--- src/rtl/seq_div16x8_pkg.sv ---
// Shared definitions for the sequential 16/8 restoring divider.
package seq_div16x8_pkg;

  localparam int unsigned DEF_WIDTH = 8;

  typedef enum logic [1:0] {
    S_IDLE = 2'd0,
    S_RUN  = 2'd1,
    S_DONE = 2'd2
  } state_t;

endpackage

--- src/rtl/seq_div16x8_sub_bk.sv ---
// N-bit Brent-Kung subtractor: diff = a + ~b + 1, no_borrow = carry out (a >= b).
module div_sub_bk #(
  parameter int unsigned N = 9
) (
  input  logic [N-1:0] a,
  input  logic [N-1:0] b,
  output logic [N-1:0] diff,
  output logic         no_borrow
);

  localparam int unsigned L = $clog2(N);
  localparam int unsigned P = 1 << L;

  logic [N-1:0] bn;
  logic [N-1:0] prop;
  logic [P-1:0] gk;
  logic [P-1:0] pk;

  assign bn   = ~b;
  assign prop = a ^ bn;

  // Prefix tree computed in place: up-sweep then down-sweep. The carry-in of 1
  // is folded into bit 0's generate, so gk[i] ends as the carry into bit i+1.
  always_comb begin
    gk = '0;
    pk = '0;
    gk[N-1:0] = a & bn;
    pk[N-1:0] = prop;
    gk[0] = gk[0] | pk[0];
    for (int unsigned k = 1; k <= L; k++) begin
      for (int unsigned i = 0; i < P; i++) begin
        if (((i + 1) % (1 << k)) == 0) begin
          gk[i] = gk[i] | (pk[i] & gk[i - (1 << (k - 1))]);
          pk[i] = pk[i] & pk[i - (1 << (k - 1))];
        end
      end
    end
    for (int unsigned k = L - 1; k >= 1; k--) begin
      for (int unsigned i = 0; i < P; i++) begin
        if ((((i + 1) % (1 << k)) == (1 << (k - 1))) && ((i + 1) > (1 << k))) begin
          gk[i] = gk[i] | (pk[i] & gk[i - (1 << (k - 1))]);
          pk[i] = pk[i] & pk[i - (1 << (k - 1))];
        end
      end
    end
  end

  // Sum bits: carry into bit 0 is 1, into bit i is the prefix generate of i-1.
  always_comb begin
    diff = '0;
    diff[0] = ~prop[0];
    for (int unsigned i = 1; i < N; i++) begin
      diff[i] = prop[i] ^ gk[i - 1];
    end
  end

  assign no_borrow = gk[N-1];

endmodule

--- src/rtl/seq_div16x8.sv ---
// Sequential restoring divider: 2*WIDTH-bit dividend / WIDTH-bit divisor,
// one quotient bit per clock, with divide-by-zero and overflow detection.
module seq_div16x8
  import seq_div16x8_pkg::*;
#(
  parameter int unsigned WIDTH = DEF_WIDTH
) (
  input  logic               clk,
  input  logic               rst_n,
  input  logic               in_valid,
  output logic               in_ready,
  input  logic [2*WIDTH-1:0] dividend,
  input  logic [WIDTH-1:0]   divisor,
  output logic               out_valid,
  input  logic               out_ready,
  output logic [WIDTH-1:0]   quotient,
  output logic [WIDTH-1:0]   remainder,
  output logic               div_by_zero,
  output logic               overflow
);

  localparam int unsigned CW = $clog2(WIDTH) + 1;
  localparam logic [CW-1:0] LAST = CW'(WIDTH - 1);

  state_t           state;
  logic [WIDTH-1:0] r;
  logic [WIDTH-1:0] sh;
  logic [WIDTH-2:0] qs;
  logic [WIDTH-1:0] dvr;
  logic [CW-1:0]    cnt;

  logic [WIDTH:0]   r_shift;
  logic [WIDTH:0]   sub_a;
  logic [WIDTH:0]   sub_b;
  logic [WIDTH:0]   diff;
  logic [WIDTH:0]   r_next;
  logic             no_borrow;
  logic             unused_r_msb;

  assign in_ready = (state == S_IDLE);

  // One subtractor serves both the accept-time overflow compare and the
  // per-iteration trial subtract; IDLE selects the dividend high half.
  always_comb begin
    r_shift = {r, sh[WIDTH-1]};
    if (state == S_IDLE) begin
      sub_a = {1'b0, dividend[2*WIDTH-1:WIDTH]};
      sub_b = {1'b0, divisor};
    end else begin
      sub_a = r_shift;
      sub_b = {1'b0, dvr};
    end
  end

  div_sub_bk #(.N(WIDTH + 1)) u_sub (
    .a         (sub_a),
    .b         (sub_b),
    .diff      (diff),
    .no_borrow (no_borrow)
  );

  // Partial remainder stays below the divisor, so its top bit is always zero
  // and only WIDTH bits are kept between iterations.
  assign r_next       = no_borrow ? diff : r_shift;
  assign unused_r_msb = r_next[WIDTH];

  // Control FSM and datapath registers. On error the results load at accept
  // and out_valid follows one edge later in DONE.
  always_ff @(posedge clk or negedge rst_n) begin
    if (!rst_n) begin
      state       <= S_IDLE;
      r           <= '0;
      sh          <= '0;
      qs          <= '0;
      dvr         <= '0;
      cnt         <= '0;
      quotient    <= '0;
      remainder   <= '0;
      div_by_zero <= 1'b0;
      overflow    <= 1'b0;
      out_valid   <= 1'b0;
    end else begin
      case (state)
        S_IDLE: begin
          if (in_valid) begin
            dvr         <= divisor;
            cnt         <= '0;
            div_by_zero <= 1'b0;
            overflow    <= 1'b0;
            if (divisor == '0) begin
              div_by_zero <= 1'b1;
              quotient    <= '1;
              remainder   <= dividend[WIDTH-1:0];
              state       <= S_DONE;
            end else if (no_borrow) begin
              overflow    <= 1'b1;
              quotient    <= '1;
              remainder   <= dividend[WIDTH-1:0];
              state       <= S_DONE;
            end else begin
              r     <= dividend[2*WIDTH-1:WIDTH];
              sh    <= dividend[WIDTH-1:0];
              qs    <= '0;
              state <= S_RUN;
            end
          end
        end
        S_RUN: begin
          r   <= r_next[WIDTH-1:0];
          sh  <= {sh[WIDTH-2:0], 1'b0};
          qs  <= {qs[WIDTH-3:0], no_borrow};
          cnt <= cnt + 1'b1;
          if (cnt == LAST) begin
            quotient  <= {qs, no_borrow};
            remainder <= r_next[WIDTH-1:0];
            out_valid <= 1'b1;
            state     <= S_DONE;
          end
        end
        S_DONE: begin
          if (!out_valid) begin
            out_valid <= 1'b1;
          end else if (out_ready) begin
            out_valid <= 1'b0;
            state     <= S_IDLE;
          end
        end
        default: state <= S_IDLE;
      endcase
    end
  end

endmodule

--- config.mk ---
export PLATFORM = sky130hd
export DESIGN_NAME = seq_div16x8
export DESIGN_NICKNAME = d
export VERILOG_FILES = /design/src/rtl/seq_div16x8_pkg.sv /design/src/rtl/seq_div16x8_sub_bk.sv /design/src/rtl/seq_div16x8.sv
export SDC_FILE = /design/constraint.sdc
export NUM_CORES = 1
export LEC_CHECK = 0
export CAP_MARGIN = 10
export CORE_ASPECT_RATIO = 0.7
export CORE_UTILIZATION = 50
export DETAILED_ROUTE_END_ITERATION = 10
export HOLD_SLACK_MARGIN = 0.05
export PLACE_DENSITY_LB_ADDON = 0.3
export SETUP_SLACK_MARGIN = 0.05
export SLEW_MARGIN = 20
export SYNTH_ARGS = -nofsm -noshare
export SYNTH_HDL_FRONTEND = slang
export SYNTH_SLANG_ARGS = --single-unit
--- constraint.sdc ---
create_clock -name clk -period 3.8 [get_ports clk]
set_clock_uncertainty 0.05 [all_clocks]
set_input_delay 1.14 -clock clk [delete_from_list [all_inputs] [get_ports clk]]
set_output_delay 1.14 -clock clk [all_outputs]
set_load 0.1 [all_outputs]
Yosys cells after proc, flatten, opt, wreduce, memory -nomap -nowiden --
Cells that the tools add are included. W data, S select, Z words.
Storage, ports and cells: bits in registers 56, input port bits 28, word-level logic and storage cells 113
Cells by class: bitwise operators 40, add/subtract/negate cells 1, equality and inequality tests 10, muxes and demuxes 41, reductions and logical operators 10
Operator list (number):
- $mux W8 | 16
- $pmux W8 S2 | 4
- $mux W7 | 3
- $and A1 B1 Y1 | 16
- $pmux W7 S2 | 1
- $or A1 B1 Y1 | 13
- $mux W2 | 6
- $ne A2 B2 Y1 const B | 6
- $reduce_and A4 Y1 | 3
- $and A9 B9 Y9 | 1
- $mux W9 | 1
- $not A8 Y9 | 1
- $xor A9 B9 Y9 | 1
- $logic_not A8 Y1 | 1
- $pmux W4 S2 | 1
- $xor A1 B1 Y1 | 7
- $mux W1 | 6
- $pmux W2 S3 | 1
- $reduce_and A2 Y1 | 3
- $add A4 B1 Y4 const B | 1
- $eq A4 B3 Y1 const B | 1
- $mux W4 | 1
- $reduce_bool A2 Y1 | 2
- $ne A3 B1 Y1 const B | 1
- other kinds (5) | 5

Longest topological paths before layout --
depth after elaboration 17, gate-level depth with buffers 15, gate-level depth less buffers 13

Modules after synthesis --
Synthesis repeated with hierarchy kept, for this count alone.
Unflattened totals: cells, all modules 287, area, all modules 3129.3 um^2
Modules (own cells, without submodules):
- seq_div16x8 | area an instance 2800.2 um^2, cells an instance 249, instances 1
- div_sub_bk | area an instance 329.1 um^2, cells an instance 38, instances 1

Worst setup path before layout --
Ideal clock, no wire load.
kind flip-flop to flip-flop, start point register state[0], end point register r[7], data required time 3.624 ns, stages on the path, launching flop included 14, arrival 3.994 ns, clock period less this slack 4.170 ns, path slack -0.370 ns, setup time 0.126 ns, buffers on the path 2, path through dfrtp_1 > buf_4 > nor2_1 > clkbuf_1 > o21ai_0 > ha_1 > o211ai_1 > o21ai_4 > inv_2 > fa_1 > xnor2_1 > nand2_1 > mux2i_1 > a221o_1
On the way: longest elaborated chain between the ends 16
RTL lines:
- start: declaration | line seq_div16x8.sv:25 | state_t state;
- start signal: assignment | line seq_div16x8.sv:71 | state <= S_IDLE;
- start signal: assignment | line seq_div16x8.sv:94 | state <= S_DONE;
- start signal: assignment | line seq_div16x8.sv:99 | state <= S_DONE;
- $logic_not A2 Y1 *
- via in_ready | line seq_div16x8.sv:11 | output logic in_ready,
- $mux W8 | line seq_div16x8.sv:46 | if (state == S_IDLE) begin
- $not A8 Y9 | line seq_div16x8_sub_bk.sv:19 | assign bn = ~b;
- $and A9 B9 Y9 or $xor A9 B9 Y9 (tied branches) | line seq_div16x8_sub_bk.sv:27, seq_div16x8_sub_bk.sv:20
- $or A1 B1 Y1 | line seq_div16x8_sub_bk.sv:29 | gk[0] = gk[0] | pk[0];
- $and A1 B1 Y1 | line seq_div16x8_sub_bk.sv:33 | gk[i] = gk[i] | (pk[i] & gk[i - (1 << (k - 1))]);
- $or A1 B1 Y1 | line seq_div16x8_sub_bk.sv:33
- $and A1 B1 Y1 | line seq_div16x8_sub_bk.sv:33
- $or A1 B1 Y1 | line seq_div16x8_sub_bk.sv:33
- $and A1 B1 Y1 | line seq_div16x8_sub_bk.sv:41 | gk[i] = gk[i] | (pk[i] & gk[i - (1 << (k - 1))]);
- $or A1 B1 Y1 | line seq_div16x8_sub_bk.sv:41
- $and A1 B1 Y1 | line seq_div16x8_sub_bk.sv:41
- $or A1 B1 Y1 | line seq_div16x8_sub_bk.sv:41
- $xor A1 B1 Y1 | line seq_div16x8_sub_bk.sv:53 | diff[i] = prop[i] ^ gk[i - 1];
- $mux W8 | line seq_div16x8.sv:64 | assign r_next = no_borrow ? diff : r_shift;
- $pmux W8 S2 | line seq_div16x8.sv:83 | case (state)
- end signal: assignment | line seq_div16x8.sv:101 | r <= dividend[2*WIDTH-1:WIDTH];
- end signal: assignment | line seq_div16x8.sv:109 | r <= r_next[WIDTH-1:0];
- end: declaration | line seq_div16x8.sv:26 | logic [WIDTH-1:0] r;
The timed path passes the listed nets; every way through them passes the cells marked *. A chain may end at the register's enable or synchronous reset.

Worst setup path after layout --
start point input port divisor[0], end point register r[5]
On the way: longest elaborated chain between the ends 14
RTL lines:
- start: declaration | line seq_div16x8.sv:13 | input logic [WIDTH-1:0] divisor,
- $mux W8 | line seq_div16x8.sv:46
- $not A8 Y9 | line seq_div16x8_sub_bk.sv:19
- $and A9 B9 Y9 or $xor A9 B9 Y9 (tied branches) | line seq_div16x8_sub_bk.sv:27, seq_div16x8_sub_bk.sv:20
- $or A1 B1 Y1 | line seq_div16x8_sub_bk.sv:29
- $and A1 B1 Y1 | line seq_div16x8_sub_bk.sv:33
- $or A1 B1 Y1 | line seq_div16x8_sub_bk.sv:33
- $and A1 B1 Y1 | line seq_div16x8_sub_bk.sv:33
- $or A1 B1 Y1 | line seq_div16x8_sub_bk.sv:33
- $and A1 B1 Y1 | line seq_div16x8_sub_bk.sv:33
- $or A1 B1 Y1 | line seq_div16x8_sub_bk.sv:33
- $and A1 B1 Y1 | line seq_div16x8_sub_bk.sv:41
- $or A1 B1 Y1 | line seq_div16x8_sub_bk.sv:41
- $ne A2 B2 Y1 (no line) or $mux W8 (tied branches)
- $reduce_and A4 Y1 (no line) or $pmux W8 S2 (tied branches)
Several ways; a longest one is shown, not always the timed one.

==> impl_results.md <==
- Input/output buffers: 47
- Hold Startpoint: sh[1]
- Initial DRC count: 185
- WS Path Type: in2reg
- Final Hold Viols: 0
- WP data arrival: 3.67 ns
- Remaining DRCs: 0
- DRT Wirelength: 7900 um
- RR Startpoint: state[0]
- Mapped Area: 3180 sq um
- Synth top area share: 0.440
- Tot GR Track Use: 0.255
- CTS tree: yes
- HP Class: reg2reg
- Core ar.: 5930 sq um
- Rel. slew slack: 0.356
- Fin. max-slew vios: 0
- Drt wl/cell: 17.6 um
- Pin count of the biggest net entering global routing: 26
- Cell Rows: 23
- Largest cells by area after synthesis: dfrtp_1 (44%), nand2_1 (5.5%), mux2_2 (5.0%), mux2i_1 (4.4%), ha_1 (3.1%)
- Hpwl dp: 6020 um
- H-tree levels: 2
- Die Span X: 97.3 um
- Antenna Violating Nets Remaining: 0
- Initial Util: 0.537
- Synthesized net count: 356
- Hold_buf cts: 0
- Final cell count without fillers: 450
- Flops & latches, synth: 56
- Yosys warns: 0
- Initial antenna violation count: 0
- Ports: 48
- Worst Path Required: 3.93 ns
- Minimum clock period: 3.54 ns
- Die Area: 6690 sq um
- Final Cycle Share: 0.932
- Synth Instances: 316
- Share of layout cells above drive strength 1: 0.216
- Startpoint types: primary input
- Global route overflow: 0
- Root Driver: clkbuf_8
- Status: completed
- Critical path endpoint category: flop
- Via count: 2,630
- Max Fanout on Critical Path: 3
- Syn Area/Cell: 10.1 sq um
- Largest area contributor in the netlist: dfrtp_1
- Setup repair bufs after CTS: 0
- Drt via density: 5.84
- CP Launch Point: divisor[0]
- Max_cap viols: 0
- Fmax: 0.282 GHz
- Reg clk slew, reported paths: 0.11 ns
- Unrepaired setup endpoints after global routing: no
- Slew @ Worst Pin: 0.965 ns
- DRT Pass-1 Iters: 4
- Final GP Congestion: 0.965
- CTS Buf Count: 5
- Number of global-route vias before repair: 2,599
- Fillers: 491
- Layout Nets: 414
- Global-route wire length before repair: 13,200 um
- CTS max path bufs: 2
- Die Y: 68.7 um
- # diodes: 0
- P&R area growth vs syn: 22.5%
- Setup-failing EPs final: 0
- CTS Sinks: 56
- Worst-Skew Late Latency: 0.33 ns
- DP Cell Count: 442
- Post-cts resize count: 0
- Register area share after synthesis: 0.440
- Netlist cell types: 44
-- layout by cell type, fill, tap and decap left out, types with 3 or more instances in the layout --
cell type,count
a221oi_2,3
o21ai_1,7
nor2_1,16
mux2i_1,14
mux2_2,14
a221o_1,5
a31oi_1,3
o21ai_0,12
a211oi_1,7
fa_1,4
clkdlybuf4s50_1,26
o32a_1,3
mux2_1,7
buf_4,41
clkbuf_8,5
o31ai_1,5
a22o_1,7
o211ai_1,5
inv_2,3
ha_1,8
nor3_1,12
inv_1,10
nand3_1,5
a21oi_1,19
nand2_1,47
dfrtp_1,56
-- state kept, by name, indices dropped and copies added, names as in the netlist --
signal / count
remainder: 8
sh: 8
overflow: 1
dvr: 8
out_valid: 1
div_by_zero: 1
state: 2
r: 8
qs: 7
cnt: 4
quotient: 8
-- critical path, stage by stage --
cell and delay (ns):
clkdlybuf4s50_1 0.49, mux2_2 0.19, ha_1 0.14, inv_1 0.04, fa_1 0.42, a21o_1 0.20
a21o_1 0.19, fa_1 0.37, xor2_1 0.18, o21ai_0 0.22, a221oi_2 0.08
-- synth_stat cells, drive strengths merged --
| master | count |
|---|---|
| a22o | 7 |
| nand2 | 48 |
| a21o | 2 |
| clkbuf | 12 |
| buf | 7 |
| fa | 4 |
| xnor2 | 1 |
| or2 | 1 |
| mux2i | 14 |
| a221oi | 3 |
| and3b | 1 |
| a31oi | 3 |
| a221o | 5 |
| nand3 | 5 |
| o2111a | 1 |
| o21ai | 21 |
| o2111ai | 1 |
| a211oi | 8 |
| a211o | 2 |
| nor4 | 2 |
| nor3 | 12 |
| a41oi | 1 |
| mux2 | 21 |
| ha | 8 |
| dfrtp | 56 |
| o22ai | 1 |
| o31ai | 5 |
| o32a | 3 |
| nor2 | 18 |
| a21oi | 21 |
| and2 | 2 |
| inv | 13 |
| o211ai | 5 |
| xor2 | 2 |
-- cells by family after synthesis --
group / after synthesis / synth area share
AOI/OAI and AO/OA: 89 / 0.214
and+or+nand+nor: 89 / 0.118
DFF: 56 / 0.440
muxes: 35 / 0.118
buffers and inverters: 32 / 0.0448
adders and majority gates: 12 / 0.0566
xor gates and xnor gates: 3 / 0.00826
-- path summary, 6_finish.rpt --
check | cells after the start | endpoint | slack (ns)
worst max register to register | 12 | r[7] | 0.47
min in group asynchronous | 1 | r[7] | 0.64
worst min register to register | 1 | sh[1] | 0.46
worst min-delay path | 1 | sh[1] | 0.46
worst max-delay path | 11 | r[5] | 0.26
max in group asynchronous | 2 | r[3] | 2.39
-- cell type report --
| type | instances | area [sq um] | area share |
|---|---|---|---|
| clock buffer | 5 | 68.8 | 0.0177 |
| tap | 75 | 93.8 | 0.0241 |
| timing repair buffer | 70 | 613 | 0.157 |
| multi-input combinational | 228 | 1640 | 0.422 |
| inverter | 13 | 48.8 | 0.0125 |
| sequential | 56 | 1400 | 0.360 |
| clock inverter | 3 | 27.5 | 0.00706 |
-- per-layer routing --
layer | share of wire | routed length (um) | up-vias | global-route usage
met2 | 0.42 | 3300 | 96 | 0.383
met1 | 0.51 | 4020 | 1263 | 0.386
li1 | - | - | 1263 | -
met4 | 0.010 | 80 | 0 | 0.0643
met3 | 0.063 | 499 | 8 | 0.0393
met5 | 0 | 0 | - | 0
-- metrics by stage --
stage	setup TNS (ns)	area, sq um	utilization	setup slack, ns	hold slack, ns
final	0	3900	0.657	0.259	0.459
after CTS	0	3900	0.657	0.270	0.462
after detailed placement	-0.661	3800	0.641	-0.0716	0.434
after global placement	-0.168	3800	0.641	-0.0248	0.425
after global routing	0	3900	0.657	0.0724	0.474
after floorplan	0	3180	-	0.286	0.414
Power is not shown: default switching activity piles up to over one toggle a cycle in this logic, so the estimate is an artifact.
==> patch: new RTL, config.mk and constraints unchanged <==
The 3 states of `state_t` get a one-hot encoding in 3 bits.
--- a/src/rtl/seq_div16x8_pkg.sv
+++ b/src/rtl/seq_div16x8_pkg.sv
@@ -3,10 +3,10 @@
 
   localparam int unsigned DEF_WIDTH = 8;
 
-  typedef enum logic [1:0] {
-    S_IDLE = 2'd0,
-    S_RUN  = 2'd1,
-    S_DONE = 2'd2
+  typedef enum logic [2:0] {
+    S_IDLE = 3'b001,
+    S_RUN  = 3'b010,
+    S_DONE = 3'b100
   } state_t;
 
 endpackage
Formal check against the unedited RTL: same outputs for any inputs over 4 cycles, from zero or initial values and one cycle with rst_n low; so few cycles prove little.
==> patch against the original RTL <==
- sequential cell count grew 1
- worst setup slack lost 4.0 ps
- synthesized cell count grew 0.63%
- die area grew 4.7%
- utilization shrank 1.9 points
- highest routed layer unchanged
- area after synthesis grew 4.8%
- routed wire length shrank 1.4%
- critical path type unchanged
- largest cell class unchanged
- final area grew 3.8%
Power is left out: the tool's default activity adds up to more than one toggle a clock period on the data nets, which glitch-free logic cannot reach.
==> patch: results <==
group,metric,value,unit
route,drc,0,
route,firstDrtPassIters,4,
cts,clk_pin_slew,60,ps
grt,grt_use_total,24.34,%
worst_setup_path,r2r-start,"state[1]",
worst_setup_path,worstPathMaxFanout,2,
grt,grt_max_degree,48,
place,io_buffers,47,
worst_setup_path,reg2reg_depth,16,
sta,tightest_slew,969.2,ps
synth,synth.net_count,358,
cts,htreeDepth,3,
hold_path,worstHoldPathType,"register to register",
synth,yosys-top-cells-area,"dfrtp_1 42%, nand2_1 6.6%, a31oi_4 6.4%",
synth,synthArstFlopShare,100.0,%
place,pre_cts_ws,-100.7,ps
synth,ys_types,52,
route,via_per_inst,5.655,
cts,clkLatencyLatePin,340,ps
cells_and_area,nets,412,
cts,root_buffer,"clkbuf_8",
cells_and_area,drive_gt1_share,22.34,%
worst_setup_path,cp_slowest_cell,"clkdlybuf4s50_1",
cts,clk_path_buf_depth,2,
route,drt-initial-drc-count,221,
synth,ys_warn_count,0,
place,placedCellCount,452,
hold_path,hp-start,"dvr[4]",
hold_path,whs_path_depth,1,
synth,synthTopCellsByCount,"59 x nand2_1, 56 x dfrtp_1, 17 x mux2i_1, 17 x nor3_1, 16 x nor2_1",
grt,antenna_found_initial,0,
hold_path,holdPathEnd,"dvr[4]",
run_status,status,"complete, no violations",
place,gp_congestion,0.9197,
worst_setup_path,cp.arrival,3750,ps
grt,grt_pass1_wl,12870,um
worst_setup_path,crit_path_max_incr_delay,430,ps
place,dp_hpwl,5627,um
synth,synth_ff_type,"dfrtp_1",
worst_setup_path,reg2reg_to,"remainder[7]",
route,wl,7793,um
route,wire_per_inst,16.69,um
cts,numCtsBuffers,9,
grt,grt_pass1_vias,2536,
synth,syn_avg_cell_area,10.49,um^2
worst_setup_path,rrSetupSlack,450,ps
synth,seq_area_frac_synth,42.80,%
cells_and_area,diodes,0,
## patch: cell count changes after synthesis, sizes merged, moves of 5 or more
cell,unedited run,this run
nor3,12,17
o21ai,21,7
a2bb2oi,0,8
a221o,5,0
mux2,21,9
nand2,48,61
buf,7,12
a211oi,8,2
a21oi,21,5
a21boi,0,7
a31oi,3,20
## patch: logic make-up (layout without fill, tap and decap cells)
| kind of cell | after synthesis | after routing | share of synthesized area [%] |
|---|---|---|---|
| AOI/OAI and AO/OA | 72 | 72 | 20.78 |
| and+or+nand+nor | 114 | 114 | 16.65 |
| buffers and inverters | 33 | 91 | 5.176 |
| xor gates and xnor gates | 4 | 4 | 1.050 |
| adders and majority gates | 12 | 12 | 5.402 |
| muxes | 26 | 26 | 8.140 |
| DFF | 57 | 57 | 42.80 |
## patch: critical path: cells and delay by family
family	cells	cell delay, ps
AO/OA/AOI/OAI	4	560
adder cells (fa/ha/maj)	3	980
XOR/XNOR	1	140
multiplexers	1	170
buffers and inverters	2	480
AND/OR/NAND/NOR	3	280
## patch: worst max path at each step
| stage | from | endpoint | slack (ps) | cells after the start |
|---|---|---|---|---|
| floorplan | state[1] | r[6] | 70 | 18 |
| global placement | dividend[8] | r[7] | -3 | 14 |
| detailed placement | dividend[8] | remainder[7] | -100 | 14 |
| CTS | dividend[8] | remainder[7] | 230 | 14 |
| global route | divisor[0] | remainder[7] | 80 | 15 |
| finish | dividend[8] | remainder[7] | 260 | 14 |
## patch: area by class of cell
| class | count | area (um^2) |
|---|---|---|
| fillers | 514 | 2292 |
| multi-input cells | 228 | 1743 |
| flip-flops and latches | 57 | 1428 |
| repair buffers | 64 | 558.0 |
| clock buffers | 15 | 156.4 |
| well taps | 91 | 113.9 |
| inverters | 12 | 45.04 |
## patch: per-stage QoR
step	setup TNS [ps]	cell area, um^2	hold WS [ps]	utilization (%)
after detailed placement	-204.8	3882	441.3	61.28
after global routing	0	4044	471.1	63.82
after floorplan	0	3337	416.8	-
after CTS	0	4039	454.6	63.74
after global placement	-3.222	3882	436.9	61.28
final	0	4044	453.3	63.82
## patch: metal layers
layer,part of all wire [%],track usage [%],wire [um]
met3,5.8,5.506,455
met4,1.1,9.314,86
met5,0,0,0
met1,48,34.84,3739
met2,45,35.88,3511
## patch: repair_timing
action	4_1_cts	5_1_grt
endpoints found under the setup margin	0	1
gates resized for setup	0	1
hold buffers	0	0
buffers inserted	0	0
